==> src/rtl/alu_flag_queue.sv <==
// Output stage behind the add/sub unit: NZCV flag derivation, result FIFO,
// architectural flag register and saturating overflow counter.
// Optional sticky overflow output enabled by defining ALU_FLAG_QUEUE_STICKY_OVF_EN.
module alu_flag_queue #(
   parameter int WIDTH = 32,
   parameter int DEPTH = 2
) (
   input  logic             clk,
   input  logic             rst_n,
   input  logic             in_valid,
   output logic             in_ready,
   input  logic [WIDTH-1:0] in_result,
   input  logic             in_carry,
   input  logic             in_overflow,
   output logic             out_valid,
   input  logic             out_ready,
   output logic [WIDTH-1:0] out_result,
   output logic [3:0]       out_flags,
   output logic [3:0]       flags_q,
   output logic [15:0]      ovf_count,
`ifdef ALU_FLAG_QUEUE_STICKY_OVF_EN
   output logic             ovf_sticky,
`endif
   input  logic             clr_count
);

   localparam int AW = $clog2(DEPTH);

   logic [WIDTH+3:0] mem_q [DEPTH];
   logic [AW:0]      wr_ptr_q, wr_ptr_d;
   logic [AW:0]      rd_ptr_q, rd_ptr_d;
   logic [3:0]       flags_d;
   logic [15:0]      ovf_cnt_q, ovf_cnt_d;
   logic [3:0]       push_flags;
   logic [WIDTH+3:0] head;
   logic             full, empty, push, pop;

   // Pointer MSB toggles on each wrap, so equal index bits mean full or empty.
   assign full  = (wr_ptr_q[AW] != rd_ptr_q[AW]) &&
                  (wr_ptr_q[AW-1:0] == rd_ptr_q[AW-1:0]);
   assign empty = (wr_ptr_q == rd_ptr_q);

   assign push = in_valid && !full;
   assign pop  = !empty && out_ready;

   assign push_flags = {in_result[WIDTH-1], (in_result == '0), in_carry, in_overflow};

   assign head       = mem_q[rd_ptr_q[AW-1:0]];
   assign in_ready   = !full;
   assign out_valid  = !empty;
   assign out_result = empty ? '0 : head[WIDTH-1:0];
   assign out_flags  = empty ? '0 : head[WIDTH+3:WIDTH];
   assign ovf_count  = ovf_cnt_q;

   always_comb begin
      wr_ptr_d  = wr_ptr_q;
      rd_ptr_d  = rd_ptr_q;
      flags_d   = flags_q;
      ovf_cnt_d = ovf_cnt_q;
      if (push) begin
         wr_ptr_d = wr_ptr_q + (AW+1)'(1);
         flags_d  = push_flags;
      end
      if (pop) begin
         rd_ptr_d = rd_ptr_q + (AW+1)'(1);
      end
      // Clear takes priority over a same-cycle increment.
      if (clr_count) begin
         ovf_cnt_d = '0;
      end else if (push && in_overflow && (ovf_cnt_q != 16'hFFFF)) begin
         ovf_cnt_d = ovf_cnt_q + 16'd1;
      end
   end

   always_ff @(posedge clk or negedge rst_n) begin
      if (!rst_n) begin
         wr_ptr_q  <= '0;
         rd_ptr_q  <= '0;
         flags_q   <= '0;
         ovf_cnt_q <= '0;
      end else begin
         wr_ptr_q  <= wr_ptr_d;
         rd_ptr_q  <= rd_ptr_d;
         flags_q   <= flags_d;
         ovf_cnt_q <= ovf_cnt_d;
      end
   end

   // Storage carries no reset; the pointers define which entries are live.
   always_ff @(posedge clk) begin
      if (push) begin
         mem_q[wr_ptr_q[AW-1:0]] <= {push_flags, in_result};
      end
   end

`ifdef ALU_FLAG_QUEUE_STICKY_OVF_EN
   logic ovf_sticky_q, ovf_sticky_d;

   always_comb begin
      ovf_sticky_d = ovf_sticky_q;
      if (clr_count) begin
         ovf_sticky_d = 1'b0;
      end else if (push && in_overflow) begin
         ovf_sticky_d = 1'b1;
      end
   end

   always_ff @(posedge clk or negedge rst_n) begin
      if (!rst_n) begin
         ovf_sticky_q <= 1'b0;
      end else begin
         ovf_sticky_q <= ovf_sticky_d;
      end
   end

   assign ovf_sticky = ovf_sticky_q;
`endif

endmodule

==> config.mk <==
export PLATFORM = sky130hd
export DESIGN_NAME = alu_flag_queue
export DESIGN_NICKNAME = d
export VERILOG_FILES = /design/src/rtl/alu_flag_queue.sv
export SDC_FILE = /design/constraint.sdc
export NUM_CORES = 1
export LEC_CHECK = 0
export CAP_MARGIN = 5
export CORE_ASPECT_RATIO = 0.75
export CORE_MARGIN = 2
export CORE_UTILIZATION = 23
export CTS_CLUSTER_DIAMETER = 80
export DETAILED_ROUTE_END_ITERATION = 10
export PLACE_DENSITY = 0.44
export SLEW_MARGIN = 10
export SYNTH_ARGS = -nofsm -noshare
export SYNTH_HDL_FRONTEND = slang
export SYNTH_SLANG_ARGS = --single-unit
==> constraint.sdc <==
create_clock -name clk -period 5.1 [get_ports clk]
set_input_delay 1.02 -clock clk [delete_from_list [all_inputs] [get_ports clk]]
set_output_delay 1.02 -clock clk [all_outputs]
set_load 0.02 [all_outputs]
Yosys cells after proc, flatten, opt, wreduce, memory -nomap -nowiden
Memory sizes are Yosys's and may differ from the RTL's.
Cells that the tools add are included.
W data, S select, Z words.
{"block": "classes", "n_addsub": 3, "n_eq_ne": 4, "mux": 6, "n_reduce_logical": 9}
{"op": "$logic_not A32 Y1", "count": 1}
{"op": "$mux W16", "count": 2}
{"op": "$mux W32", "count": 1}
{"op": "$add A16 B1 Y16 const B", "count": 1}
{"op": "$ne A16 B16 Y1 const B", "count": 1}
{"op": "$logic_and A1 B1 Y1", "count": 5}
{"op": "$add A2 B1 Y2 const B", "count": 2}
{"op": "$mux W4", "count": 1}
{"op": "$eq A2 B2 Y1", "count": 1}
{"op": "$logic_not A1 Y1", "count": 2}
{"op": "$mux W1", "count": 2}
{"op": "$reduce_bool A2 Y1", "count": 1}
{"op": "$eq A1 B1 Y1", "count": 1}
{"op": "$ne A1 B1 Y1", "count": 1}
{"block": "word_totals", "ff_bits": 24, "mem_bits_rw": 72, "input_bits": 39, "output_inout_bits": 58, "elab_cells": 27, "mem_count": 1}
{"name": "mem_q", "depth": 2, "width": 36, "rd": 1, "rd_ports_with_merged_regs": 0, "wr": 1, "line": "29", "rtl": "logic [WIDTH+3:0] mem_q [DEPTH];"}

Logic depth before layout (Yosys ltp)
Gate-level depths: netlist of the first run.
{"block": "depth", "depth_word": 8, "depth_mapped": 7, "ltp_nobuf": 6}

Worst setup path after synthesis of the first run
Ideal clock, no wire load.
{"block": "synth_path", "path_type": "input -> register", "startpoint": "input in_valid", "endpoint": "memory mem_q[0][0] (netlist name) (enable)", "setup_time_ns": 0.427, "t_arrival_ns": 2.658, "required_time_ns": 4.673, "path_slack_ns": 2.014, "stages": 2, "path_buffers": 0, "cell_sequence": "nand2_1 -> nor2_1"}
{"block": "synth_via", "elab_chain_len": 3}
{"item": "start, declared", "line": "10", "rtl": "input logic in_valid,"}
{"item": "$logic_and A1 B1 Y1", "line": "43", "rtl": "assign push = in_valid && !full;"}
{"item": "$mux W1", "line": "91", "rtl": "if (push) begin"}
{"item": "$mux W1 (not written as such)", "line": "92", "rtl": "mem_q[wr_ptr_q[AW-1:0]] <= {push_flags, in_result};"}
{"item": "end, declared", "line": "29"}
Every way passes these cells.

Final worst setup path of the first run
{"block": "layout_path", "startpoint": "register wr_ptr_q[0]", "endpoint": "output out_flags[0]"}
{"block": "layout_via", "elab_chain_len": 2}
{"item": "start, declared", "line": "30", "rtl": "logic [AW:0] wr_ptr_q, wr_ptr_d;"}
{"item": "start signal, assigned", "line": "82", "rtl": "wr_ptr_q <= wr_ptr_d;"}
{"item": "$eq A2 B2 Y1", "line": "41", "rtl": "assign empty = (wr_ptr_q == rd_ptr_q);"}
{"item": "$mux W4", "line": "52", "rtl": "assign out_flags = empty ? '0 : head[WIDTH+3:WIDTH];"}
{"item": "end, declared", "line": "18", "rtl": "output logic [3:0] out_flags,"}
Every way passes these cells.

==> results of run 1 <==
## final cells by class
cell class / instances / area [sq um]
Fill cell: 1671 / 11300
Sequential cell: 94 / 2700
Multi-Input combinational cell: 169 / 1150
Timing Repair Buffer: 98 / 976
Tap cell: 215 / 269
Clock buffer: 9 / 225
Clock inverter: 7 / 96.3
Inverter: 3 / 11.3
## cells by family after synthesis
group,after synthesis,share of synthesized area (%)
and+or+nand+nor,103,12.9
DFF,94,69.2
muxes,39,10.1
xor gates and xnor gates,16,3.78
buffers and inverters,15,1.57
AOI/OAI and AO/OA,10,2.02
adders and majority gates,1,0.320
## metrics by stage
step / instances / util [%] / area, sq um
2_1_floorplan: 278 / - / 3900
3_3_place_gp: 579 / 30.5 / 5110
3_5_place_dp: 579 / 30.5 / 5110
4_1_cts: 595 / 32.5 / 5430
5_1_grt: 595 / 32.5 / 5430
6_report: 595 / 32.5 / 5430
## flip-flops by register name (all words and copies together), names as in the netlist
| register | cells |
|---|---|
| flags_q | 4 |
| mem_q | 70 |
| ovf_count | 16 |
| rd_ptr_q | 2 |
| wr_ptr_q | 2 |
## critical path: cells and delay by family, from the launching register on
kind,cells,cell delay (ps)
flops,1,460
buf+inv,3,960
xor+xnor,1,270
simple gates,2,350
## synthesized netlist by cell type (all sizes together) (2+ instances only)
cell,count
xnor2,14
nor3,4
xor2,2
nand3,5
a31o,2
nand4,7
nand2b,2
inv,3
nand2,8
buf,6
nor2,53
and3,3
or2,2
mux2,4
dfrtp,24
a21oi,4
nor4,15
mux2i,35
clkbuf,6
edfxtp,70
## power by group through the flow
stage	Sequential, mW	Combinational [mW]	Clock (mW)
after global routing	1.15	1.83	0.769
after CTS	1.13	1.74	0.736
after detailed placement	1.15	1.73	0
after floorplan	1.15	0.939	0
after global placement	1.14	1.72	0
final	1.13	1.70	0.715
## final timing paths
kind | startpoint | cells past startpoint | to | slack (ps)
worst max-delay path | wr_ptr_q[0] | 6 | out_flags[0] | 1700
worst min-delay path | wr_ptr_q[1] | 1 | wr_ptr_q[1] | 490
worst max register to register | wr_ptr_q[1] | 4 | mem_q[0][10] | 2710
worst min register to register | wr_ptr_q[1] | 1 | wr_ptr_q[1] | 490
max in group asynchronous | rst_n | 1 | rd_ptr_q[0] | 3130
min in group asynchronous | rst_n | 1 | ovf_count[0] | 1250
## metal layers
| metal | vias up | GRT usage (%) | wire (um) | part of all wire [%] |
|---|---|---|---|---|
| li1 | 1219 | - | - | - |
| met2 | 70 | 14.9 | 3750 | 40 |
| met5 | - | 0 | 0 | 0 |
| met1 | 1194 | 15.8 | 5010 | 54 |
| met3 | 7 | 3.42 | 504 | 5.4 |
| met4 | 0 | 2.78 | 85 | 0.91 |
==> flow_summary.html, run 1 <==
<table>
<tr><th>Metric</th><th>Value</th></tr>
<tr><th colspan="2">Run status</th></tr>
<tr><td>Result of the run</td><td>finished clean</td></tr>
<tr><th colspan="2">Logic synthesis</th></tr>
<tr><td>Seq cells post-synth</td><td>94</td></tr>
<tr><td>Fraction of synthesis flops using an asynchronous set or reset pin</td><td>between 20% and 30%</td></tr>
<tr><td>Fraction of the yosys area taken by sequential cells</td><td>69.2%</td></tr>
<tr><td>Distinct cell type count of the synthesized netlist</td><td>36</td></tr>
<tr><td>Number of enable flip-flop cells after synthesis</td><td>70</td></tr>
<tr><td>Area fraction of the dominant cell type after synthesis</td><td>53.8%</td></tr>
<tr><td>Library cell occupying the most area in the post-synthesis netlist</td><td>sky130_fd_sc_hd__edfxtp_1</td></tr>
<tr><td>Most used DFF post-synth</td><td>sky130_fd_sc_hd__edfxtp_1</td></tr>
<tr><td>Number of nets produced by synthesis</td><td>around 320</td></tr>
<tr><td>Post-Synthesis Mean Instance Area</td><td>14.0 sq um</td></tr>
<tr><td>Netlist Area Pre-Place</td><td>between 0.003 and 0.004 sq mm</td></tr>
<tr><td>Synthesized netlist cell count</td><td>~280</td></tr>
<tr><td>Main area contributors after synthesis</td><td>sky130_fd_sc_hd__edfxtp_1, sky130_fd_sc_hd__dfrtp_1, sky130_fd_sc_hd__mux2i_1, sky130_fd_sc_hd__nor2_1, sky130_fd_sc_hd__xnor2_1</td></tr>
<tr><td>Ys Warns</td><td>0</td></tr>
<tr><th colspan="2">Worst setup path</th></tr>
<tr><td>Highest-delay cell along the critical path</td><td>sky130_fd_sc_hd__clkdlybuf4s50_1</td></tr>
<tr><td>Kind of capture point of the worst setup path</td><td>output pin</td></tr>
<tr><td>Critical-path cell list</td><td>xor2_2, inv_1, and2_1, buf_4, nor2_1, clkdlybuf4s50_1</td></tr>
<tr><td>Largest fanout on the critical path</td><td>36</td></tr>
<tr><td>Crit path largest cell delay</td><td>about 640 ps</td></tr>
<tr><td>WS Path Type</td><td>flop to output pin</td></tr>
<tr><td>Endpoint required time on the critical path</td><td>4080 ps</td></tr>
<tr><td>CP arrival</td><td>2380 ps</td></tr>
<tr><td>Type of element launching the critical path</td><td>flop</td></tr>
<tr><th colspan="2">STA</th></tr>
<tr><td>F_max</td><td>between 0.2 and 0.3 GHz</td></tr>
<tr><td>Number of pins with negative max-slew slack in the final report</td><td>0</td></tr>
<tr><td>Final Worst Setup Slack</td><td>between 1500 and 2000 ps</td></tr>
<tr><td>Final hold violations</td><td>0</td></tr>
<tr><td>Hold WS</td><td>490 ps</td></tr>
<tr><td>Count of final setup violators</td><td>0</td></tr>
<tr><td>Setup TNS</td><td>0 ps</td></tr>
<tr><td>Worst setup skew after layout</td><td>around 8 ps</td></tr>
<tr><td>Slew at the pin closest to its max-slew limit</td><td>1070 ps</td></tr>
<tr><td>Post-layout minimum cycle time</td><td>3400 ps</td></tr>
<tr><td>RSZ-0062 raised after global routing</td><td>false</td></tr>
<tr><td>Crit share post-route</td><td>around 67%</td></tr>
<tr><td>Max transition margin</td><td>~28%</td></tr>
<tr><th colspan="2">CTS</th></tr>
<tr><td>Clock-pin slew of the registers on the worst-case setup and hold paths</td><td>~70 ps</td></tr>
<tr><td>Clock latency reported for the late side of the worst-skew pair</td><td>roughly 340 ps</td></tr>
<tr><td>Number of hold-repair buffers added at the cts stage</td><td>0</td></tr>
<tr><td>Number of buffers on the longest clock path</td><td>2</td></tr>
<tr><td>Clock net sink count</td><td>between 90 and 100</td></tr>
<tr><td>Count of buffers added by post-CTS timing repair for setup</td><td>0</td></tr>
<tr><td>Clock tree from TritonCTS</td><td>built</td></tr>
<tr><td>Num CTS Buffers</td><td>9</td></tr>
<tr><td>Root Buffer</td><td>sky130_fd_sc_hd__clkbuf_16</td></tr>
<tr><td>H-Tree Depth</td><td>3</td></tr>
<tr><td>PostCTS Resize Cnt</td><td>0</td></tr>
<tr><th colspan="2">Placement</th></tr>
<tr><td>DP HPWL</td><td>around 6.3 mm</td></tr>
<tr><td>Number of buffer cells added on primary ports</td><td>96</td></tr>
<tr><td>Final RePlAce weighted congestion</td><td>between 0.7 and 0.8</td></tr>
<tr><td>Worst slack at placement</td><td>between 1500 and 2000 ps</td></tr>
<tr><th colspan="2">Die</th></tr>
<tr><td>Core area</td><td>roughly 0.017 sq mm</td></tr>
<tr><td>Horiz. Die Dim</td><td>approximately 150 um</td></tr>
<tr><td>I/O pin cnt</td><td>97</td></tr>
<tr><td>Effective utilization at floorplan</td><td>a little under a quarter</td></tr>
<tr><td>Count of standard-cell rows</td><td>around 40</td></tr>
<tr><td>Floorplan die area</td><td>0.0180 sq mm</td></tr>
<tr><td>Die height</td><td>roughly 120 um</td></tr>
<tr><th colspan="2">Drt</th></tr>
<tr><td>Vias per Instance</td><td>around 4.2</td></tr>
<tr><td>First-iteration detailed-routing DRC count</td><td>91</td></tr>
<tr><td>Post-route ant nets</td><td>0</td></tr>
<tr><td>Average wire length per cell after detail routing</td><td>around 16 um</td></tr>
<tr><td>First-pass detailed-route iteration total</td><td>4</td></tr>
<tr><td>Count of unresolved DRC violations after routing</td><td>0</td></tr>
<tr><td>Vias after detailed routing</td><td>~2500</td></tr>
<tr><td>Routed wire length</td><td>about 9.4 mm</td></tr>
<tr><th colspan="2">Pwr</th></tr>
<tr><td>P per Cell Area</td><td>between 600 and 700 mW/mm^2</td></tr>
<tr><td>Net Switching</td><td>1.32 mW</td></tr>
<tr><td>Total power</td><td>~3.5 mW</td></tr>
<tr><td>Clk network pwr share</td><td>between 20% and 30%</td></tr>
<tr><td>Switching Fraction</td><td>37.3%</td></tr>
<tr><td>Sequential fraction of design power</td><td>31.8%</td></tr>
<tr><td>Max rail drop VDD</td><td>around 0.44 mV</td></tr>
<tr><td>Static Leak</td><td>between 1.5 and 2 nW</td></tr>
<tr><td>Cell internal power dissipation</td><td>2.22 mW</td></tr>
<tr><td>Logic gate share of total power</td><td>a little under half</td></tr>
<tr><th colspan="2">Finish</th></tr>
<tr><td>Net count reported at finish</td><td>415</td></tr>
<tr><td>Number of inserted diodes</td><td>0</td></tr>
<tr><td>Layout overhead on the synthesized area</td><td>39.1%</td></tr>
<tr><td>Layout cell share with drive strength beyond 1</td><td>between 7 and 8%</td></tr>
<tr><td>Most frequent standard cell in the layout excluding fill and tap cells</td><td>sky130_fd_sc_hd__clkdlybuf4s50_1</td></tr>
<tr><td>Commonest cells after routing, fill and taps aside</td><td>sky130_fd_sc_hd__clkdlybuf4s50_1, sky130_fd_sc_hd__edfxtp_1, sky130_fd_sc_hd__nor2_1</td></tr>
<tr><th colspan="2">GRT</th></tr>
<tr><td>Maximum number of pins on one net before global-route repair</td><td>38</td></tr>
<tr><td>GRT Residual Overflow</td><td>0</td></tr>
<tr><td>Vias in the first global route</td><td>2523</td></tr>
<tr><td>Initial antenna violation count</td><td>0</td></tr>
<tr><td>GRT Overall Usage</td><td>between 10% and 20%</td></tr>
<tr><td>Global-route wire length before repair</td><td>approximately 14 mm</td></tr>
<tr><th colspan="2">Min path</th></tr>
<tr><td>Hold Path Class</td><td>flop to flop</td></tr>
<tr><th colspan="2">Flow run</th></tr>
<tr><td>Number of max-cap violations</td><td>0</td></tr>
</table>
Note: power is estimated with default switching activity, not from simulation.
==> run 2, diff against run 1 <==
PLACE_DENSITY = 0.46   (was 0.44)
clock period = 2.86 ns   (was 5.1 ns; I/O delays follow)
==> run 2 against run 1 <==
Net effect: non-clock buffer count increased by 5; first-iteration DRC count increased by 35%; largest cell class unchanged; sequential power increased by 78%.
==> flow_summary.html, run 2 (synthesis results as in run 1) <==
<table>
<tr><th>Metric</th><th>Value</th></tr>
<tr><th colspan="2">Run status</th></tr>
<tr><td>Result of the run</td><td>finished clean</td></tr>
<tr><th colspan="2">Flow run</th></tr>
<tr><td>Number of max-cap violations</td><td>0</td></tr>
<tr><th colspan="2">GRT</th></tr>
<tr><td>Global-route wire length before repair</td><td>between 10 and 15 mm</td></tr>
<tr><td>Initial antenna violation count</td><td>0</td></tr>
<tr><td>Vias in the first global route</td><td>2607</td></tr>
<tr><td>GRT Overall Usage</td><td>approximately a tenth</td></tr>
<tr><td>GRT Residual Overflow</td><td>0</td></tr>
<tr><td>Maximum number of pins on one net before global-route repair</td><td>38</td></tr>
<tr><th colspan="2">CTS</th></tr>
<tr><td>Root Buffer</td><td>sky130_fd_sc_hd__clkbuf_16</td></tr>
<tr><td>Number of buffers on the longest clock path</td><td>2</td></tr>
<tr><td>Clock tree from TritonCTS</td><td>built</td></tr>
<tr><td>Clock net sink count</td><td>between 90 and 100</td></tr>
<tr><td>Clock-pin slew of the registers on the worst-case setup and hold paths</td><td>about 70 ps</td></tr>
<tr><td>Clock latency reported for the late side of the worst-skew pair</td><td>~340 ps</td></tr>
<tr><td>Count of buffers added by post-CTS timing repair for setup</td><td>0</td></tr>
<tr><td>Num CTS Buffers</td><td>9</td></tr>
<tr><td>H-Tree Depth</td><td>3</td></tr>
<tr><th colspan="2">Finish</th></tr>
<tr><td>Max reg flops</td><td>70</td></tr>
<tr><td>Commonest cells after routing, fill and taps aside</td><td>sky130_fd_sc_hd__edfxtp_1, sky130_fd_sc_hd__clkdlybuf4s50_1, sky130_fd_sc_hd__nor2_1</td></tr>
<tr><td>Seq. cell area</td><td>0.00271 sq mm</td></tr>
<tr><td>Area of combinational cells with multiple inputs</td><td>approximately 0.0012 sq mm</td></tr>
<tr><td>Layout Utilization</td><td>approximately 33%</td></tr>
<tr><td>Most frequent standard cell in the layout excluding fill and tap cells</td><td>sky130_fd_sc_hd__edfxtp_1</td></tr>
<tr><td>Layout cell share with drive strength beyond 1</td><td>between 8 and 9%</td></tr>
<tr><td>Number of inserted filler cells in the final layout</td><td>~1700</td></tr>
<tr><td>Layout overhead on the synthesized area</td><td>41.1%</td></tr>
<tr><td>Number of inserted diodes</td><td>0</td></tr>
<tr><td>Final Non-Filler Cells</td><td>600</td></tr>
<tr><td>Net count reported at finish</td><td>420</td></tr>
<tr><th colspan="2">Placement</th></tr>
<tr><td>Cells after DPL</td><td>about 580</td></tr>
<tr><td>Final RePlAce weighted congestion</td><td>between 0.7 and 0.8</td></tr>
<tr><td>Number of buffer cells added on primary ports</td><td>96</td></tr>
<tr><td>DP HPWL</td><td>between 6 and 7 mm</td></tr>
<tr><th colspan="2">Die</th></tr>
<tr><td>Effective utilization at floorplan</td><td>23.3%</td></tr>
<tr><td>Floorplan die area</td><td>0.0180 sq mm</td></tr>
<tr><td>Horiz. Die Dim</td><td>between 150 and 200 um</td></tr>
<tr><td>Core area</td><td>between 0.015 and 0.02 sq mm</td></tr>
<tr><td>Die height</td><td>~120 um</td></tr>
<tr><td>I/O pin cnt</td><td>97</td></tr>
<tr><td>Count of standard-cell rows</td><td>41</td></tr>
<tr><th colspan="2">STA</th></tr>
<tr><td>Post-layout minimum cycle time</td><td>2640 ps</td></tr>
<tr><td>RSZ-0062 raised after global routing</td><td>false</td></tr>
<tr><td>Max transition margin</td><td>54.8%</td></tr>
<tr><td>Slew at the pin closest to its max-slew limit</td><td>approximately 670 ps</td></tr>
<tr><td>F_max</td><td>around 0.38 GHz</td></tr>
<tr><td>Final hold violations</td><td>0</td></tr>
<tr><td>Setup TNS</td><td>0 ps</td></tr>
<tr><td>Number of pins with negative max-slew slack in the final report</td><td>0</td></tr>
<tr><td>Worst setup skew after layout</td><td>~5 ps</td></tr>
<tr><td>Count of final setup violators</td><td>0</td></tr>
<tr><td>Crit share post-route</td><td>between 90% and 100%</td></tr>
<tr><th colspan="2">Worst setup path</th></tr>
<tr><td>Crit path largest cell delay</td><td>about 650 ps</td></tr>
<tr><td>Endpoint required time on the critical path</td><td>2290 ps</td></tr>
<tr><td>Type of element launching the critical path</td><td>flop</td></tr>
<tr><td>Worst setup path startpoint</td><td>rd_ptr_q[0]</td></tr>
<tr><td>Highest-delay cell along the critical path</td><td>sky130_fd_sc_hd__clkdlybuf4s50_1</td></tr>
<tr><td>R2R cell count</td><td>5</td></tr>
<tr><td>CP arrival</td><td>2070 ps</td></tr>
<tr><td>Kind of capture point of the worst setup path</td><td>output pin</td></tr>
<tr><td>Worst R2R Start</td><td>wr_ptr_q[0]</td></tr>
<tr><td>Critical-path cell list</td><td>buf_6, mux2i_1, nor2_1, clkdlybuf4s50_1</td></tr>
<tr><td>Largest fanout on the critical path</td><td>37</td></tr>
<tr><td>WS Path Type</td><td>flop to output pin</td></tr>
<tr><th colspan="2">Drt</th></tr>
<tr><td>Post-route ant nets</td><td>0</td></tr>
<tr><td>First-iteration detailed-routing DRC count</td><td>around 120</td></tr>
<tr><td>First-pass detailed-route iteration total</td><td>4</td></tr>
<tr><td>Average wire length per cell after detail routing</td><td>~15 um</td></tr>
<tr><td>Routed wire length</td><td>roughly 9 mm</td></tr>
<tr><td>Vias per Instance</td><td>4.25</td></tr>
<tr><td>Count of unresolved DRC violations after routing</td><td>0</td></tr>
<tr><td>Vias after detailed routing</td><td>approximately 2500</td></tr>
<tr><th colspan="2">Pwr</th></tr>
<tr><td>P per Cell Area</td><td>between 1000 and 1500 mW/mm^2</td></tr>
<tr><td>Static Leak</td><td>2.21 nW</td></tr>
<tr><td>Max rail drop VDD</td><td>around 0.38 mV</td></tr>
<tr><th colspan="2">Min path</th></tr>
<tr><td>Hold Path Class</td><td>flop to flop</td></tr>
<tr><td>Beginning of the worst hold path</td><td>flags_q[0]</td></tr>
<tr><td>Hold-critical path depth</td><td>2</td></tr>
</table>
run 2: final cells by class:
type | instances | area share (%)
sequential | 94 | 49.1
multi-input combinational | 169 | 21.0
timing repair buffer | 103 | 19.4
tap | 215 | 4.88
clock buffer | 9 | 4.09
clock inverter | 7 | 1.34
inverter | 3 | 0.204
run 2: worst max-delay path, delay by kind of cell (launching register included):
family                 cells  cell delay (ps)
DFF                        1              400
buffers and inverters      2             1070
and+or+nand+nor            1              120
muxes                      1              140
run 2: final timing paths:
kind / slack, ps / to
min in group asynchronous: 590 / ovf_count[14]
max in group asynchronous: 2000 / rd_ptr_q[0]
max: 220 / out_flags[1]
max reg2reg: 900 / mem_q[0][0]
min reg2reg: 490 / flags_q[0]
min: 490 / flags_q[0]
run 2: power breakdown:
part,total [mW],switching [mW],internal [mW]
sequential,2.01,0.116,1.89
combinational,2.92,1.74,1.18
clock,1.18,0.501,0.680
run 2: stage by stage:
step | hold WS [ps] | setup slack [ps] | power (mW) | instance area (sq um)
final | 491 | 219 | 6.11 | 5510
after global routing | 519 | 88.2 | 6.48 | 5510
after CTS | 492 | 0.135 | 6.27 | 5460
after detailed placement | 468 | 290 | 5.24 | 5180
after global placement | 465 | 320 | 5.22 | 5180
after floorplan | 276 | 404 | 3.73 | 3910
run 2: per-layer routing:
layer / vias up / part of all wire [%] / track usage [%]
met2: 73 / 43 / 15.9
met5: - / 0 / 0
met1: 1245 / 49 / 14.8
li1: 1220 / - / -
met3: 9 / 6.5 / 3.65
met4: 0 / 0.95 / 3.33
run 2: repair_timing:
| action | CTS | global route |
|---|---|---|
| gates cloned | 0 | 0 |
| pin swaps | 0 | 1 |
| gates resized for setup | 21 | 17 |
| hold buffers | 0 | 0 |
| endpoints found under the setup margin | 24 | 15 |
| endpoints found under the hold margin | 0 | 0 |
